### src/rtl/pipe_pkg.sv
// Shared constants and sizing helpers for the valid/ready register chain.
package pipe_pkg;

  localparam int RDY_COMB = 0;
  localparam int RDY_REG  = 1;

  function automatic int stage_cap(input int reg_rdy);
    return (reg_rdy == RDY_REG) ? 2 : 1;
  endfunction

  // Width needed to count 0..CAP held entries.
  function automatic int cnt_w(input int depth, input int reg_rdy);
    return $clog2(depth * stage_cap(reg_rdy) + 1);
  endfunction

endpackage

### src/rtl/pipe_skid_stage.sv
// One valid/ready register stage: either a skid buffer (registered ready)
// or a simple pipeline register (combinational ready).
module pipe_skid_stage
  import pipe_pkg::*;
#(
  parameter int DATA_W  = 16,
  parameter int REG_RDY = RDY_REG
) (
  input  logic              clk,
  input  logic              rst_n,
  input  logic              flush,
  input  logic              in_vld,
  output logic              in_rdy,
  input  logic [DATA_W-1:0] in_data,
  output logic              out_vld,
  input  logic              out_rdy,
  output logic [DATA_W-1:0] out_data
);

  if (REG_RDY == RDY_REG) begin : g_skid
    logic              main_vld;
    logic              skid_vld;
    logic [DATA_W-1:0] main_data;
    logic [DATA_W-1:0] skid_data;
    logic              in_fire;
    logic              main_free;

    assign in_fire   = in_vld & ~skid_vld;
    assign main_free = ~main_vld | out_rdy;

    // A stalled main register diverts the incoming word into the skid slot;
    // the skid word always has priority when main frees up.
    always_ff @(posedge clk or negedge rst_n) begin
      if (!rst_n) begin
        main_vld <= 1'b0;
        skid_vld <= 1'b0;
      end else if (flush) begin
        main_vld <= 1'b0;
        skid_vld <= 1'b0;
      end else if (main_free) begin
        if (skid_vld) begin
          main_vld <= 1'b1;
          skid_vld <= 1'b0;
        end else begin
          main_vld <= in_fire;
        end
      end else if (in_fire) begin
        skid_vld <= 1'b1;
      end
    end

    always_ff @(posedge clk or negedge rst_n) begin
      if (!rst_n) begin
        main_data <= '0;
        skid_data <= '0;
      end else if (!flush) begin
        if (main_free) begin
          if (skid_vld) begin
            main_data <= skid_data;
          end else if (in_fire) begin
            main_data <= in_data;
          end
        end else if (in_fire) begin
          skid_data <= in_data;
        end
      end
    end

    assign in_rdy   = ~skid_vld;
    assign out_vld  = main_vld;
    assign out_data = main_data;
  end else begin : g_simple
    logic              vld;
    logic [DATA_W-1:0] data;

    assign in_rdy = ~vld | out_rdy;

    always_ff @(posedge clk or negedge rst_n) begin
      if (!rst_n) begin
        vld <= 1'b0;
      end else if (flush) begin
        vld <= 1'b0;
      end else if (in_rdy) begin
        vld <= in_vld;
      end
    end

    always_ff @(posedge clk or negedge rst_n) begin
      if (!rst_n) begin
        data <= '0;
      end else if (!flush && in_rdy && in_vld) begin
        data <= in_data;
      end
    end

    assign out_vld  = vld;
    assign out_data = data;
  end

endmodule

### src/rtl/pipe_skid_chain.sv
// DEPTH valid/ready stages in series with flush gating and an entry counter.
module pipe_skid_chain
  import pipe_pkg::*;
#(
  parameter int  DATA_W  = 16,
  parameter int  DEPTH   = 2,
  parameter int  REG_RDY = RDY_REG,
  localparam int CAP     = DEPTH * stage_cap(REG_RDY),
  localparam int CNT_W   = cnt_w(DEPTH, REG_RDY)
) (
  input  logic              clk,
  input  logic              rst_n,
  input  logic              flush,
  input  logic              in_vld,
  output logic              in_rdy,
  input  logic [DATA_W-1:0] in_data,
  output logic              out_vld,
  input  logic              out_rdy,
  output logic [DATA_W-1:0] out_data,
  output logic [CNT_W-1:0]  occupancy
);

  // Per-stage nets live inside each generate block so the ready path of a
  // combinational-ready chain is not one self-referencing vector.
  for (genvar k = 0; k < DEPTH; k++) begin : g_stage
    logic              s_in_vld;
    logic              s_in_rdy;
    logic [DATA_W-1:0] s_in_data;
    logic              s_out_vld;
    logic              s_out_rdy;
    logic [DATA_W-1:0] s_out_data;

    if (k == 0) begin : g_head
      assign s_in_vld  = in_vld & ~flush;
      assign s_in_data = in_data;
    end else begin : g_link
      assign s_in_vld  = g_stage[k-1].s_out_vld;
      assign s_in_data = g_stage[k-1].s_out_data;
    end

    if (k == DEPTH - 1) begin : g_tail
      assign s_out_rdy = out_rdy;
    end else begin : g_next
      assign s_out_rdy = g_stage[k+1].s_in_rdy;
    end

    pipe_skid_stage #(
      .DATA_W  (DATA_W),
      .REG_RDY (REG_RDY)
    ) u_stage (
      .clk      (clk),
      .rst_n    (rst_n),
      .flush    (flush),
      .in_vld   (s_in_vld),
      .in_rdy   (s_in_rdy),
      .in_data  (s_in_data),
      .out_vld  (s_out_vld),
      .out_rdy  (s_out_rdy),
      .out_data (s_out_data)
    );
  end

  assign in_rdy   = g_stage[0].s_in_rdy & ~flush;
  assign out_vld  = g_stage[DEPTH-1].s_out_vld & ~flush;
  assign out_data = g_stage[DEPTH-1].s_out_data;

  logic in_fire;
  logic out_fire;

  assign in_fire  = in_vld & in_rdy;
  assign out_fire = out_vld & out_rdy;

  // Port transfers are already flush-gated; flush itself empties the count.
  always_ff @(posedge clk or negedge rst_n) begin
    if (!rst_n) begin
      occupancy <= '0;
    end else if (flush) begin
      occupancy <= '0;
    end else begin
      case ({in_fire, out_fire})
        2'b10: if (occupancy != CNT_W'(CAP)) occupancy <= occupancy + CNT_W'(1);
        2'b01: if (occupancy != '0) occupancy <= occupancy - CNT_W'(1);
        default: ;
      endcase
    end
  end

endmodule

### config.mk
export PLATFORM = sky130hd
export DESIGN_NAME = pipe_skid_chain
export DESIGN_NICKNAME = d
export VERILOG_FILES = /design/src/rtl/pipe_pkg.sv /design/src/rtl/pipe_skid_stage.sv /design/src/rtl/pipe_skid_chain.sv
export SDC_FILE = /design/constraint.sdc
export NUM_CORES = 1
export LEC_CHECK = 0
export BUFFER_PORTS_ARGS = -buffer_cell sky130_fd_sc_hd__buf_2
export CAP_MARGIN = 10
export CORE_AREA = 3 3 82 84
export DETAILED_ROUTE_END_ITERATION = 8
export DIE_AREA = 0 0 85 87
export PLACE_DENSITY = 0.8
export SYNTH_ARGS = -nofsm -noshare
export SYNTH_HDL_FRONTEND = slang
export SYNTH_SLANG_ARGS = --single-unit
### constraint.sdc
create_clock -name clk -period 2 [get_ports clk]
set_input_delay 0.4 -clock clk [delete_from_list [all_inputs] [get_ports clk]]
set_output_delay 0.4 -clock clk [all_outputs]
set_load 0.02 [all_outputs]
==> results of run 1 <==
==> power by group <==
part	internal [W]	total (W)	switching, W
clock network	0.000725	0.00123	0.000500
logic	0.000291	0.000638	0.000348
registers	0.00165	0.00179	0.000143
total	0.00266	0.00365	0.000991
==> synthesized netlist by cell type, drive strengths merged (2+ instances only) <==
| master | n | area, µm² |
|---|---|---|
| buf | 8 | 50.0 |
| clkbuf | 7 | 26.3 |
| dfrtp | 71 | 1780 |
| nor3 | 6 | 30.0 |
| a21oi | 33 | 165 |
| nand2 | 2 | 7.51 |
| nor3b | 2 | 20.0 |
| mux2 | 33 | 409 |
| nor2 | 40 | 150 |
| mux2i | 32 | 320 |
| a211o | 2 | 17.5 |
| nand2b | 2 | 20.0 |
==> layer usage <==
metal | routed length, µm | global-route usage | share of wire
met1 | 2750 | 0.237 | 0.48
met2 | 2540 | 0.239 | 0.45
met3 | 247 | 0.0520 | 0.043
met4 | 144 | 0.0820 | 0.025
met5 | 0 | 0 | 0
==> stage by stage <==
step / TNS (ns) / worst slack (ns) / cells / total power (W) / hold WS (ns)
final: 0 / 0.159 / 380 / 0.00365 / 0.0715
after global routing: 0 / 0.0142 / 380 / 0.00386 / 0.0949
after CTS: 0 / 0.156 / 380 / 0.00370 / 0.0808
after detailed placement: -0.0557 / -0.0557 / 365 / 0.00246 / 0.452
after global placement: 0 / 0.00789 / 365 / 0.00242 / 0.450
after floorplan: 0 / 0.0258 / 251 / 0.00221 / 0.104
==> worst reg2reg max path, stage by stage (launching register included) <==
cell     delay, ns
dfrtp_1       0.39
nor3b_2       0.19
nor2_1        0.09
xor2_1        0.15
ha_2          0.20
nor2_1        0.04
mux2_2        0.27
nor4b_1       0.14
a211o_1       0.25
==> final cells by class <==
class                      count  area, µm²
tap                           75       93.8
inverter                       1       3.75
sequential                    71       1780
clock inverter                 4       70.1
timing repair buffer          54        328
fill                         475       2320
multi-input combinational    164       1250
clock buffer                  11        141
==> timing repair <==
action,4_1_cts,5_1_grt
gates resized for setup,0,1
endpoints found under the setup margin,0,1
setup buffers,0,0
==> flip-flops by register name, indices dropped and copies added, names as in the netlist <==
| signal | cells |
|---|---|
| g_stage.u_stage.out_vld | 2 |
| g_stage.u_stage.out_data | 32 |
| occupancy | 3 |
| g_stage.u_stage.g_skid.skid_vld | 2 |
| g_stage.u_stage.g_skid.skid_data | 32 |
==> logic make-up after synthesis <==
family,after synthesis,share of synthesized area
adder cells (fa/ha/maj),1,0.00405
buffers and inverters,16,0.0259
flip-flops,71,0.575
XOR/XNOR,1,0.00284
AO/OA/AOI/OAI,39,0.0680
AND/OR/NAND/NOR,58,0.0879
multiplexers,65,0.236
==> how the worst min path moves through the flow <==
| stage | startpoint | end | slack (ns) | cells after the start |
|---|---|---|---|---|
| final | rst_n | occupancy[2]$_DFFE_PN0P_ | 0.07 | 2 |
| after floorplan | rst_n | g_stage[0].u_stage.g_skid.skid_data[0]$_DFFE_PN0P_ | 0.10 | 0 |
| after global routing | rst_n | occupancy[0]$_DFFE_PN0P_ | 0.09 | 2 |
| after global placement | rst_n | occupancy[0]$_DFFE_PN0P_ | 0.45 | 2 |
| after CTS | rst_n | occupancy[2]$_DFFE_PN0P_ | 0.08 | 2 |
| after detailed placement | rst_n | occupancy[2]$_DFFE_PN0P_ | 0.45 | 2 |
==> key figures, run 1 <==
Outcome
  – Status: complete, no violations

Cells and area
  – Final Instance Area: 3670 µm²
  – # diodes: 0
  – Most frequent cells in the layout: dfrtp_1, buf_2, nor2_1
  – Synth-to-Final Area Change: 18.7%
  – Nets: 323
  – Most common cell after layout, fill and taps aside: dfrtp_1
  – Layout cells sized above 1: 0.348
  – Final core occ: 0.612

Place
  – Port-buffer cells: 41
  – Post-DP HPWL: 3800 µm
  – GP Congestion: 0.723
  – Area after DPL: between 3000 and 4000 µm²

Synthesis
  – Cell variety after synth: 31
  – Post-synth EDFFs: 0
  – Post-Syn Area: approximately 3100 µm²
  – Post-synth net total: 273
  – Asr flop ratio synth: 1.00
  – Syn avg cell area: 12.3 µm²
  – Main synth FF type: dfrtp_1
  – Number of synthesized register bits: just over 70
  – Synth warn: 0
  – Seq/Total Area, Yosys: 0.575
  – Synthesized instance count: 251

STA
  – Pins Over Slew Limit: 0
  – Slew margin rel.: 0.703
  – Least-Margin Pin Slew: ~0.44 ns
  – Fin Clk Skew: between 0.006 and 0.007 ns
  – Final setup fails: 0
  – F_max: 543 MHz
  – Final Critical Period: about 1.8 ns
  – Tcrit/Tclk final: 0.921
  – RSZ-0062 raised after global routing: no
  – Final Hold Fails: 0

Global routing
  – First-pass GRT wire length: 9690 µm
  – GR Util All Layers: 0.169
  – Vias in the first global route: between 2000 and 2500
  – Initial antenna violation count: 0
  – Pin count of the biggest net entering global routing: 72
  – Overflow after GRT: 0

Floorplan
  – Die ar.: 7400 µm²
  – I/O Pins: 42
  – Rows: 28
  – Initial Util: 0.516
  – Core footprint: 5990 µm²
  – Chip Height: 87 µm
  – Die X: 85 µm

Routing
  – Iter 0 DRT Violations: ~160
  – Via/cell ratio: 5.26
  – Remaining antenna violation count after routing: 0
  – Total wire length: ~5700 µm
  – Drt pass-1 iters: 4
  – Wirelength per Cell: 15.0 µm
  – Routed via count: 1997
  – DRC violations left: 0

Critical path
  – Worst Path Class, Setup: flop to flop
  – CP endpoint kind: flop
  – R2r setup slk: 0.16 ns
  – Reg2reg start: g_stage[0].u_stage.g_skid.skid_vld$_DFFE_PN0P_
  – Reg-to-Reg End: occupancy[2]$_DFFE_PN0P_
  – Crit path depth: 8
  – Max incr delay on CP: 0.39 ns
  – Critical path endpoint: occupancy[2]$_DFFE_PN0P_
  – CP Data Arrival Time: a little over 2 ns
  – Crit path buf inv count: 0
  – Worst setup SP type: flop
  – Slowest cell on crit path: dfrtp_1
  – CP Launch Point: g_stage[0].u_stage.g_skid.skid_vld$_DFFE_PN0P_
  – R2R depth: 8
  – Most common cell on crit path: nor2_1
  – WP data required: 2.22 ns
  – Critical path, cell by cell: nor3b_2, nor2_1, xor2_1, ha_2, nor2_1, mux2_2, nor4b_1, a211o_1
  – Critical path's top delay family: simple AND/OR/NAND/NOR gates
  – CP max FO: 2

Power and ir drop
  – VDD IR-drop max: roughly 0.50 mV
  – Static leakage: 1.69 nW
  – P per Cell Area: 997 nW/µm²

Clock tree
  – Num Clock Sinks: slightly above 70
  – Post-cts hold buffer count: 0
  – Worst-path clk slew: 0.06 ns
  – CTS root buf: clkbuf_8
  – CTS Buffer Depth: 2
  – CTS Buf Count: 9
  – Clk_lat worst skew: around 0.35 ns
  – CTS tree: yes
  – Htree depth: 3

Run
  – Max cap viols: 0

Worst hold path
  – Worst min-delay path class: primary input to asynchronous set/reset pin
Power figures use the tool's default switching activity.
==> run 2, diff against run 1 <==
--- a/config.mk
+++ b/config.mk
@@ -10,6 +10,7 @@
 export CORE_AREA = 3 3 82 84
 export DETAILED_ROUTE_END_ITERATION = 8
 export DIE_AREA = 0 0 85 87
+export MAX_ROUTING_LAYER = met4
 export PLACE_DENSITY = 0.8
 export SYNTH_ARGS = -nofsm -noshare
 export SYNTH_HDL_FRONTEND = slang
==> run 2 against run 1 <==
Against the previous run: count of clock-buffer cells in the layout did not move; non-clock buffer count did not move; final area did not move; first-iteration DRC count increased by 1.3%; critical path type unchanged.
==> key figures, run 2 (same netlist as run 1, synthesis figures left out) <==
Clock tree
  – Post-CTS Setup Inserts: 0
  – CTS root buf: clkbuf_8
  – Clk_lat worst skew: between 0.3 and 0.4 ns
  – CTS Buf Count: 9
  – Htree depth: 3
  – Worst-path clk slew: 0.07 ns
  – CTS Buffer Depth: 2
  – CTS tree: yes
  – CTS resizes: 0
  – Num Clock Sinks: 71
  – Post-cts hold buffer count: 0

Routing
  – Via/cell ratio: approximately 5.2
  – Drt pass-1 iters: 5
  – Wirelength per Cell: 14.9 µm
  – Total wire length: 5660 µm
  – Routed via count: 1989
  – Remaining antenna violation count after routing: 0
  – DRC violations left: 0
  – Iter 0 DRT Violations: 158

Global routing
  – Pin count of the biggest net entering global routing: 72
  – Vias in the first global route: just over 2000
  – GR Util All Layers: 0.174
  – Initial antenna violation count: 0
  – First-pass GRT wire length: between 9000 and 10000 µm
  – Overflow after GRT: 0

Power and ir drop
  – Reg power frac: 0.490
  – Internal cell power: 0.00266 W
  – Power share of the clock group: 0.335
  – Switching power: 0.000989 W
  – Combinational Power Share: 0.175
  – Switching share of power: 0.271
  – VDD IR-drop max: 0.500 mV
  – P per Cell Area: between 900 and 1000 nW/µm²
  – Static leakage: 1.69 nW

Critical path
  – R2R depth: 8
  – Reg-to-Reg End: occupancy[2]$_DFFE_PN0P_
  – CP max FO: 2
  – Worst setup SP type: flop
  – WP data required: 2.22 ns
  – Reg2reg start: g_stage[0].u_stage.g_skid.skid_vld$_DFFE_PN0P_
  – CP endpoint kind: flop
  – CP Data Arrival Time: 2.06 ns
  – R2r setup slk: 0.16 ns
  – Worst Path Class, Setup: flop to flop

Place
  – Post-DP HPWL: 3800 µm
  – Dpl cells: between 300 and 400
  – Port-buffer cells: 41
  – GP Congestion: 0.731

Cells and area
  – Most common cell after layout, fill and taps aside: dfrtp_1
  – Fillcell total: 475
  – Final Non-Filler Cells: 380
  – Most frequent cells in the layout: dfrtp_1, buf_2, nor2_1
  – # diodes: 0
  – Layout cells sized above 1: 0.348
  – Synth-to-Final Area Change: 18.7%
  – Final core occ: 0.612
  – Nets: 323

Floorplan
  – Die X: 85 µm
  – Die ar.: roughly 7400 µm²
  – Core footprint: around 6000 µm²
  – Initial Util: 0.516
  – Chip Height: 87 µm
  – I/O Pins: 42
  – Rows: 28

STA
  – Final setup fails: 0
  – Least-Margin Pin Slew: 0.444 ns
  – Fin Clk Skew: 0.00680 ns
  – RSZ-0062 raised after global routing: no
  – Pins Over Slew Limit: 0
  – Tcrit/Tclk final: 0.921
  – Slew margin rel.: 0.702
  – Final Critical Period: 1.84 ns
  – F_max: 543 MHz
  – Final Hold Fails: 0

Outcome
  – Status: complete, no violations

Worst hold path
  – Worst min-delay path class: primary input to asynchronous set/reset pin

Run
  – Max cap viols: 0
run 2: worst max-delay path: stages (launching register included):
cell     delay [ns]
dfrtp_1        0.39
nor3b_2        0.19
nor2_1         0.09
xor2_1         0.15
ha_2           0.20
nor2_1         0.04
mux2_2         0.27
nor4b_1        0.14
a211o_1        0.25
run 2: power by group through the flow:
stage / logic (W) / clock network (W) / registers (W)
2_1_floorplan: 0.000309 / 0 / 0.00190
3_3_place_gp: 0.000617 / 0 / 0.00180
3_5_place_dp: 0.000641 / 0 / 0.00182
4_1_cts: 0.000648 / 0.00126 / 0.00179
5_1_grt: 0.000712 / 0.00132 / 0.00182
6_report: 0.000638 / 0.00122 / 0.00179
run 2: worst max path at each step:
stage | from | end | slack [ns] | cells after the start
floorplan | g_stage[0].u_stage.g_skid.skid_vld$_DFFE_PN0P_ | occupancy[2]$_DFFE_PN0P_ | 0.03 | 9
global placement | flush | occupancy[2]$_DFFE_PN0P_ | 0.008 | 9
detailed placement | flush | occupancy[2]$_DFFE_PN0P_ | -0.06 | 9
CTS | g_stage[0].u_stage.g_skid.skid_vld$_DFFE_PN0P_ | occupancy[2]$_DFFE_PN0P_ | 0.16 | 8
global route | g_stage[0].u_stage.g_skid.skid_vld$_DFFE_PN0P_ | occupancy[2]$_DFFE_PN0P_ | 0.01 | 8
finish | g_stage[0].u_stage.g_skid.skid_vld$_DFFE_PN0P_ | occupancy[2]$_DFFE_PN0P_ | 0.16 | 8
run 2: layer usage:
layer	track usage	up-vias	part of all wire
li1	-	977	-
met1	0.238	957	0.48
met2	0.240	46	0.45
met3	0.0492	9	0.047
met4	0.0820	0	0.020
met5	-	-	0
run 2: through the flow:
| step | TNS [ns] | power [W] | hold slack, ns | instance area [µm²] | setup slack (ns) |
|---|---|---|---|---|---|
| after floorplan | 0 | 0.00221 | 0.104 | 3090 | 0.0258 |
| after global placement | 0 | 0.00242 | 0.450 | 3450 | 0.00789 |
| after detailed placement | -0.0557 | 0.00246 | 0.452 | 3450 | -0.0557 |
| after CTS | 0 | 0.00370 | 0.0808 | 3660 | 0.156 |
| after global routing | 0 | 0.00386 | 0.0898 | 3670 | 0.0142 |
| final | 0 | 0.00365 | 0.0747 | 3670 | 0.159 |
run 2: layout make-up:
class | count | area (µm²) | area share
Clock buffer | 11 | 141 | 0.0386
Clock inverter | 4 | 70.1 | 0.0191
Inverter | 1 | 3.75 | 0.00102
Multi-Input combinational cell | 164 | 1250 | 0.342
Sequential cell | 71 | 1780 | 0.485
Tap cell | 75 | 93.8 | 0.0256
Timing Repair Buffer | 54 | 328 | 0.0894
